`src/rtl/parallel_input.sv`:
```
// Memory-mapped input port: synchronised pins, sticky edge flags and a maskable level irq.
// Optional pin debouncer is compiled in with PARALLEL_INPUT_DEBOUNCE_EN.
module parallel_input #(
  parameter logic [31:0] BASE_ADDR    = 32'hF000_0100,
  parameter int          WIDTH        = 32,
  parameter int          SYNC_STAGES  = 2,
  parameter int          DEBOUNCE_DIV = 1000
) (
  input  logic             clk,
  input  logic             rst_n,
  input  logic [31:0]      addr,
  input  logic [31:0]      wdata,
  input  logic [3:0]       wmask,
  input  logic             ren,
  input  logic             wen,
  output logic [31:0]      rdata,
  output logic             ready,
  output logic             active,
  input  logic [WIDTH-1:0] io,
  output logic             irq
);

  if (SYNC_STAGES < 2 || WIDTH < 1 || WIDTH > 32 || BASE_ADDR[3:0] != 4'h0 ||
      DEBOUNCE_DIV < 1) begin : g_param_check
    $error("parallel_input: illegal parameter set");
  end

  // Edge detection stays off until the pin path behind prev has settled from its
  // reset value, so pins that are high at reset never raise a spurious flag.
`ifdef PARALLEL_INPUT_DEBOUNCE_EN
  localparam int PRIME_CYCLES = SYNC_STAGES + 2 * DEBOUNCE_DIV + 1;
`else
  localparam int PRIME_CYCLES = SYNC_STAGES;
`endif
  localparam int PW = $clog2(PRIME_CYCLES + 1);

  logic [WIDTH-1:0] sync_q [SYNC_STAGES];
  logic [WIDTH-1:0] sync_val;
  logic [WIDTH-1:0] pin_val;
  logic [WIDTH-1:0] prev_q;
  logic [WIDTH-1:0] rise_q;
  logic [WIDTH-1:0] fall_q;
  logic [WIDTH-1:0] mask_q;
  logic [WIDTH-1:0] rise_ev;
  logic [WIDTH-1:0] fall_ev;
  logic [WIDTH-1:0] rise_clr;
  logic [WIDTH-1:0] fall_clr;
  logic [WIDTH-1:0] lane_en;
  logic [WIDTH-1:0] wdata_w;
  logic [31:0]      lane32;
  logic [31:0]      rd_val;
  logic [PW-1:0]    prime_cnt;
  logic             primed;
  logic             hit;
  logic             wr;
  logic [1:0]       off;

  always_ff @(posedge clk or negedge rst_n) begin
    if (!rst_n) begin
      for (int i = 0; i < SYNC_STAGES; i++) sync_q[i] <= '0;
    end else begin
      sync_q[0] <= io;
      for (int i = 1; i < SYNC_STAGES; i++) sync_q[i] <= sync_q[i-1];
    end
  end

  assign sync_val = sync_q[SYNC_STAGES-1];

`ifdef PARALLEL_INPUT_DEBOUNCE_EN
  localparam int CW = (DEBOUNCE_DIV > 1) ? $clog2(DEBOUNCE_DIV) : 1;

  logic [CW-1:0]    div_cnt;
  logic             tick;
  logic [WIDTH-1:0] samp_q;
  logic [WIDTH-1:0] stable_q;
  logic [WIDTH-1:0] agree;

  assign tick  = (div_cnt == '0);
  assign agree = ~(samp_q ^ sync_val);

  // A bit only moves when the previous tick sample and the current one agree.
  always_ff @(posedge clk or negedge rst_n) begin
    if (!rst_n) begin
      div_cnt  <= '0;
      samp_q   <= '0;
      stable_q <= '0;
    end else begin
      div_cnt <= tick ? CW'(DEBOUNCE_DIV - 1) : div_cnt - 1'b1;
      if (tick) begin
        samp_q   <= sync_val;
        stable_q <= (stable_q & ~agree) | (sync_val & agree);
      end
    end
  end

  assign pin_val = stable_q;
`else
  assign pin_val = sync_val;
`endif

  assign rise_ev = primed ? (pin_val & ~prev_q) : '0;
  assign fall_ev = primed ? (~pin_val & prev_q) : '0;

  assign active = (addr >= BASE_ADDR) && ({1'b0, addr} < ({1'b0, BASE_ADDR} + 33'd16));
  assign hit    = (ren | wen) & active;
  assign wr     = wen & active;
  assign off    = addr[3:2];

  always_comb begin
    lane32 = '0;
    for (int i = 0; i < 4; i++) lane32[8*i +: 8] = {8{wmask[i]}};
  end

  assign lane_en  = lane32[WIDTH-1:0];
  assign wdata_w  = wdata[WIDTH-1:0];
  assign rise_clr = (wr && off == 2'd1) ? (wdata_w & lane_en) : '0;
  assign fall_clr = (wr && off == 2'd2) ? (wdata_w & lane_en) : '0;

  always_comb begin
    rd_val = '0;
    case (off)
      2'd0: rd_val[WIDTH-1:0] = pin_val;
      2'd1: rd_val[WIDTH-1:0] = rise_q;
      2'd2: rd_val[WIDTH-1:0] = fall_q;
      default: rd_val[WIDTH-1:0] = mask_q;
    endcase
  end

  // Set wins over a same-cycle clear; read data is the pre-write value.
  always_ff @(posedge clk or negedge rst_n) begin
    if (!rst_n) begin
      prev_q    <= '0;
      primed    <= 1'b0;
      prime_cnt <= PW'(PRIME_CYCLES);
      rise_q    <= '0;
      fall_q    <= '0;
      mask_q    <= '0;
      irq       <= 1'b0;
      ready     <= 1'b0;
      rdata     <= '0;
    end else begin
      prev_q <= pin_val;
      if (!primed) begin
        if (prime_cnt == '0) primed <= 1'b1;
        else prime_cnt <= prime_cnt - 1'b1;
      end
      rise_q <= (rise_q & ~rise_clr) | rise_ev;
      fall_q <= (fall_q & ~fall_clr) | fall_ev;
      if (wr && off == 2'd3) mask_q <= (mask_q & ~lane_en) | (wdata_w & lane_en);
      irq   <= |((rise_q | fall_q) & mask_q);
      ready <= hit;
      rdata <= (hit && ren) ? rd_val : '0;
    end
  end

endmodule
```
`config.mk`:
```
export PLATFORM = sky130hd
export DESIGN_NAME = parallel_input
export DESIGN_NICKNAME = d
export VERILOG_FILES = /design/src/rtl/parallel_input.sv
export SDC_FILE = /design/constraint.sdc
export NUM_CORES = 1
export LEC_CHECK = 0
export CAP_MARGIN = 5
export CORE_AREA = 3 3 131 133
export CTS_CLUSTER_DIAMETER = 200
export DETAILED_ROUTE_END_ITERATION = 16
export DIE_AREA = 0 0 134 136
export DONT_BUFFER_PORTS = 1
export PLACE_DENSITY_LB_ADDON = 0.15
export SLEW_MARGIN = 20
export SYNTH_ARGS = -nofsm -noshare
export SYNTH_HDL_FRONTEND = slang
export SYNTH_SLANG_ARGS = --single-unit
```
`constraint.sdc`:
```
create_clock -name clk -period 3.22 [get_ports clk]
set_clock_uncertainty 0.2 [all_clocks]
set_input_delay 0.161 -clock clk [delete_from_list [all_inputs] [get_ports clk]]
set_output_delay 0.161 -clock clk [all_outputs]
set_load 0.005 [all_outputs]
```
== Word level (Yosys, flattened, before mapping) ==
Index checks and enable logic that the tools add are counted.
Storage, ports and cells
  bits in registers: 229
  memories: 0
  input bits: 104
  memory bits (read-only): 0
  bits in writable memories: 0
  logic and storage cells: 55
  bits in latches: 0
Operators by class
  bitwise logic cells: 21
  add/subtract/negate cells: 1
  multipliers: 0
  shifts and indexed selects: 0
  mux-type cells: 8
  reduce and logical (&&, ||, !) cells: 9
  div/mod/pow operators: 0
  eq/ne operators: 3
  order comparisons: 2
Operators with widths (number)
  bitwise AND 32 bit: 7
  two-way mux 32 bit: 5
  NOT 32 bit: 5
  OR 32 bit: 4
  one-hot mux 32 bit (3 select lines): 1
  greater-or-equal comparator 32 bit (second input constant): 1
  < comparator 32 bit (second input constant): 1
  OR reduction 32 bit: 1
  logical AND 1 bit: 5
  == test 2 bit (second input constant): 2
  zero test 2 bit: 2
  bitwise AND 1 bit: 2
  == test 2 x 1 -> 1 bit (second input constant): 1
  two-way mux 1 bit: 2
  NOT 1 bit: 2
  AND reduction 2 bit: 1
  subtractor 2 x 1 -> 2 bit (second input constant): 1
  OR 1 bit: 1

== Logic depth before layout (Yosys ltp) ==
  depth in word-level cells: 8
  gate-level depth with buffers: 6

== Least setup slack after synthesis ==
OpenSTA, ideal clock, no wires.
  path type: input port to flip-flop
  from: input port addr[27]
  to: register with a tool-made name
  setup slack: 1.125 ns
  path buffers: 1
  setup time: 0.125 ns
  stages: 5
  arrival: 1.770 ns
  path through: or4b_4 -> nor4_4 -> and4_1 -> buf_6 -> mux2_4
RTL lines
  from (decl): RTL line 11  | input logic [31:0] addr,

== Final worst setup path ==
  from: input port addr[17]
  to: register fall_q[28]
On the way
  word-level cells in the longest chain between the ends: 8
Ends and longest elaborated chain
  greater-or-equal comparator 32 bit / < comparator 32 bit (equally long branches): RTL line 104  | assign active = (addr >= BASE_ADDR) && ({1'b0, addr} < ({1'b0, BASE_ADDR} + 33'd16));
  logical AND 1 bit (*): RTL line 104
  bitwise AND 1 bit (*): RTL line 106  | assign wr = wen & active;
  logical AND 1 bit (*): RTL line 117  | assign fall_clr = (wr && off == 2'd2) ? (wdata_w & lane_en) : '0;
  two-way mux 32 bit (*): RTL line 117
  NOT 32 bit (*): RTL line 148  | fall_q <= (fall_q & ~fall_clr) | fall_ev;
  bitwise AND 32 bit (*): RTL line 148
  OR 32 bit (*): RTL line 148
  to (signal assigned): RTL line 148
  to (decl): RTL line 42  | logic [WIDTH-1:0] fall_q;
Every way passes the cells marked *; elsewhere a longest branch is shown, timed or not.
A chain may end at the register's enable or synchronous reset.

==> metrics.md <==
| Metric | Value |
|---|---|
| Status | finished with violations |
| Failing checks | hold timing |
| CP max stage cell | dlygate4sd3_1 |
| Post-route minimum period | approximately 3000 ps |
| Post-route ant nets | 0 |
| IO Pins | 139 |
| Port Buf Inserts | 0 |
| Mapped Area | 9275 um2 |
| Post-Syn Area per Cell | about 13 um2 |
| CTS resizes | 0 |
| Synth Area in Compound Gates | between 10 and 15% |
| Clock Sink Count | 229 |
| Final Cycle Share | a little over 90% |
| Post-Route WL | 21.77 mm |
| Clock-pin transition on the worst setup and hold timing paths | approximately 60 ps |
| Cell area power density | around 530 nW/um2 |
| R2R Path Start | primed$_DFF_PN0_ |
| CP max stage delay | 680 ps |
| R2R depth | 4 |
| DR iter-0 viols | 341 |
| Tot Pwr | 5.950 mW |
| CTS tree | built |
| Synth Instances | 690 |
| Hold Crit Class | in -> async |
| Sw Ratio | between 20% and 30% |
| CTS max path bufs | 3 |
| Max-slew violations | 0 |
| Largest family of logic cells by synthesized area | multiplexers |
| First-pass GRT wire length | between 30 and 40 mm |
| WP data required | 3410 ps |
| Net Sw Power | around 1.2 mW |
| Worst Setup Slack, final | around 210 ps |
| Dpl cells | 889 |
| Rows | 46 |
| Area delta synth->final | 21.88% |
| Sequential cell fraction of total power | approximately 50% |
| Cell mode on critical path | dlygate4sd3_1 |
| Number of distinct library cells after synthesis | 36 |
| Root Buffer | clkbuf_16 |
| Buffers & Inverters on Critical Path | 3 |
| Pint | about 4.7 mW |
| Fmax | around 0.33 GHz |
| Starting Density | between 50% and 60% |
| Peak supply drop | 0.4657 mV |
| Multiplexer share of the synthesized area | 12.95% |
| Core area | around 16000 um2 |
| CP Launch Type | input port |
| Nets | 907 |
| Largest net degree at the start of global routing | 230 |
| Xor/xnor cell area share of the yosys netlist | 0.09443% |
| Total CTS buffers | 24 |
| Initial antenna violation count | 2 |
| Hold WS | -855.5 ps |
| Pre-CTS WS | about 500 ps |
| Routed WL per cell | between 20 and 25 um |
| DR vias | 6079 |
| Worst setup EP type | flop |
| Combinational Power Share | ~4.8% |
| Via density | around 5.9 |
| Final setup fails | 0 |
| Share of layout cells above drive strength 1 | 16.22% |
| Filler cells | roughly 1000 |
| Adder-cell share of the synthesized area | less than 1% |
| Post-DP HPWL | roughly 13 mm |
| R2r endpoint | fall_q[28]$_DFF_PN0_ |
| Die Width | 134 um |
| Slew margin rel. | about a third |
| CP arrival | ~3200 ps |
| Post-Route Setup TNS | 0 ps |
| RSZ-0062 raised after global routing | false |
| Worst-skew pair later-pin latency | 510 ps |
| Seq/Total Area, Yosys | approximately three fifths |
| Number of synthesized register bits | ~230 |
| Total GRT Usage | approximately 24% |
| DR DRC count | 0 |
| CP max FO | 8 |
| Number of global-route vias before repair | between 6000 and 7000 |
| Final hold vios | between 200 and 250 |
| H-Tree Depth | 1 |
| First drt pass iteration count | 5 |
| Syn Nets | about 800 |
| Kind of critical path | in -> reg |
| Finished Layout Cells | about 1000 |
| Die area | ~18000 um2 |
| Max cap viols | 0 |
| Synth warn | 0 |
| Clock Power Share | between 40% and 50% |
| Lkg Pwr | between 5 and 6 nW |
| Cell depth of the worst setup path | 7 |
| R2r setup slk | roughly 990 ps |
| GRT overflow | 0 |
| Critical Path, Cell by Cell | dlygate4sd3_1 -> or4b_4 -> nor4_4 -> dlygate4sd3_1 -> nand4_4 -> a21o_1 -> dlygate4sd3_1 |
| Slew @ Worst Pin | about 1000 ps |
| Worst path top cell family by delay | buffers and inverters |
| Die height | about 140 um |
| Synth Area in Simple Gates | about a tenth |
| GPL Wtd Cong | 0.7663 |
layout by cell type (no fill, tap or decap), types with 25 or more instances in the layout:
| cell | instances |
|---|---|
| a21o_1 | 56 |
| clkbuf_16 | 25 |
| dfrtp_1 | 227 |
| dlygate4sd3_1 | 100 |
| inv_1 | 64 |
| mux2_4 | 32 |
| mux4_2 | 32 |
| nand2_1 | 66 |
| nor2b_1 | 37 |
| o21ai_0 | 34 |
| o22ai_1 | 60 |
synth_stat cells (all sizes together):
| master | count | area (um2) |
|---|---|---|
| ha | 1 | 12.51 |
| nand2 | 66 | 247.7 |
| or4b | 2 | 23.77 |
| a221o | 2 | 21.27 |
| and4 | 4 | 35.03 |
| nand4b | 1 | 8.760 |
| inv | 64 | 240.2 |
| o21ai | 34 | 170.2 |
| buf | 14 | 96.33 |
| dfstp | 1 | 26.28 |
| a21o | 62 | 473.0 |
| or4 | 1 | 7.510 |
| o22ai | 60 | 375.4 |
| o21a | 1 | 7.510 |
| nor2 | 2 | 7.510 |
| nor4 | 6 | 52.55 |
| and2 | 5 | 31.28 |
| mux2 | 32 | 480.5 |
| mux4 | 32 | 720.7 |
| dfrtp | 228 | 5705 |
| a21oi | 1 | 5.000 |
| and3 | 1 | 6.260 |
| and2b | 1 | 7.510 |
| nand3 | 4 | 20.02 |
| nor2b | 37 | 231.5 |
| xnor2 | 1 | 8.760 |
| nand4 | 16 | 211.5 |
| clkbuf | 11 | 41.29 |
worst max-delay path by stage:
stage | start | end | slack, ps
2_1_floorplan | addr[27] | flop | 1120
3_3_place_gp | addr[21] | flop | 510
3_5_place_dp | addr[21] | flop | 500
4_1_cts | addr[17] | fall_q[28]$_DFF_PN0_ | 30
5_1_grt | addr[17] | fall_q[28]$_DFF_PN0_ | 170
6_report | addr[17] | fall_q[28]$_DFF_PN0_ | 210
layer usage:
layer | vias to the layer above | global-route usage (%) | wire, um
met1 | 3132 | 32.08 | 8703
met4 | 2 | 8.571 | 680
li1 | 2681 | - | -
met3 | 53 | 4.478 | 1314
met5 | - | 0 | 13
met2 | 211 | 41.21 | 11060
power groups by stage:
stage | clock network (mW) | logic [mW] | registers, mW
2_1_floorplan | 0 | 0.148 | 3.02
6_report | 2.68 | 0.288 | 2.98
3_5_place_dp | 0 | 0.148 | 3.03
4_1_cts | 2.75 | 0.284 | 2.98
5_1_grt | 2.88 | 0.308 | 2.99
3_3_place_gp | 0 | 0.143 | 3.03
through the flow:
stage	util, %	area (um2)
finish	70.91	11300
global route	70.89	11300
CTS	70.70	11270
global placement	59.39	9469
floorplan	-	9275
detailed placement	59.39	9469
cell families after synthesis:
logic type      Yosys count
fa+ha+maj                 1
mux                      64
xor+xnor                  1
buf+inv                  89
flops                   229
compound gates          160
simple gates            146
cell type report:
type | instances | area, um2 | share of cell area, %
sequential | 229 | 5733 | 50.71
multi-input combinational | 372 | 3166 | 28.00
timing repair buffer | 111 | 1116 | 9.873
clock buffer | 34 | 699.4 | 6.187
tap | 216 | 270.3 | 2.391
inverter | 64 | 240.2 | 2.125
clock inverter | 10 | 75.07 | 0.6641
antenna | 2 | 5.005 | 0.04427
repair_timing:
action,in CTS,in global routing
hold buffers,100,2
endpoints found under the hold margin,390,231
setup buffers,0,1
setup endpoints to repair,0,1
Note: power is estimated with default switching activity, not from simulation.
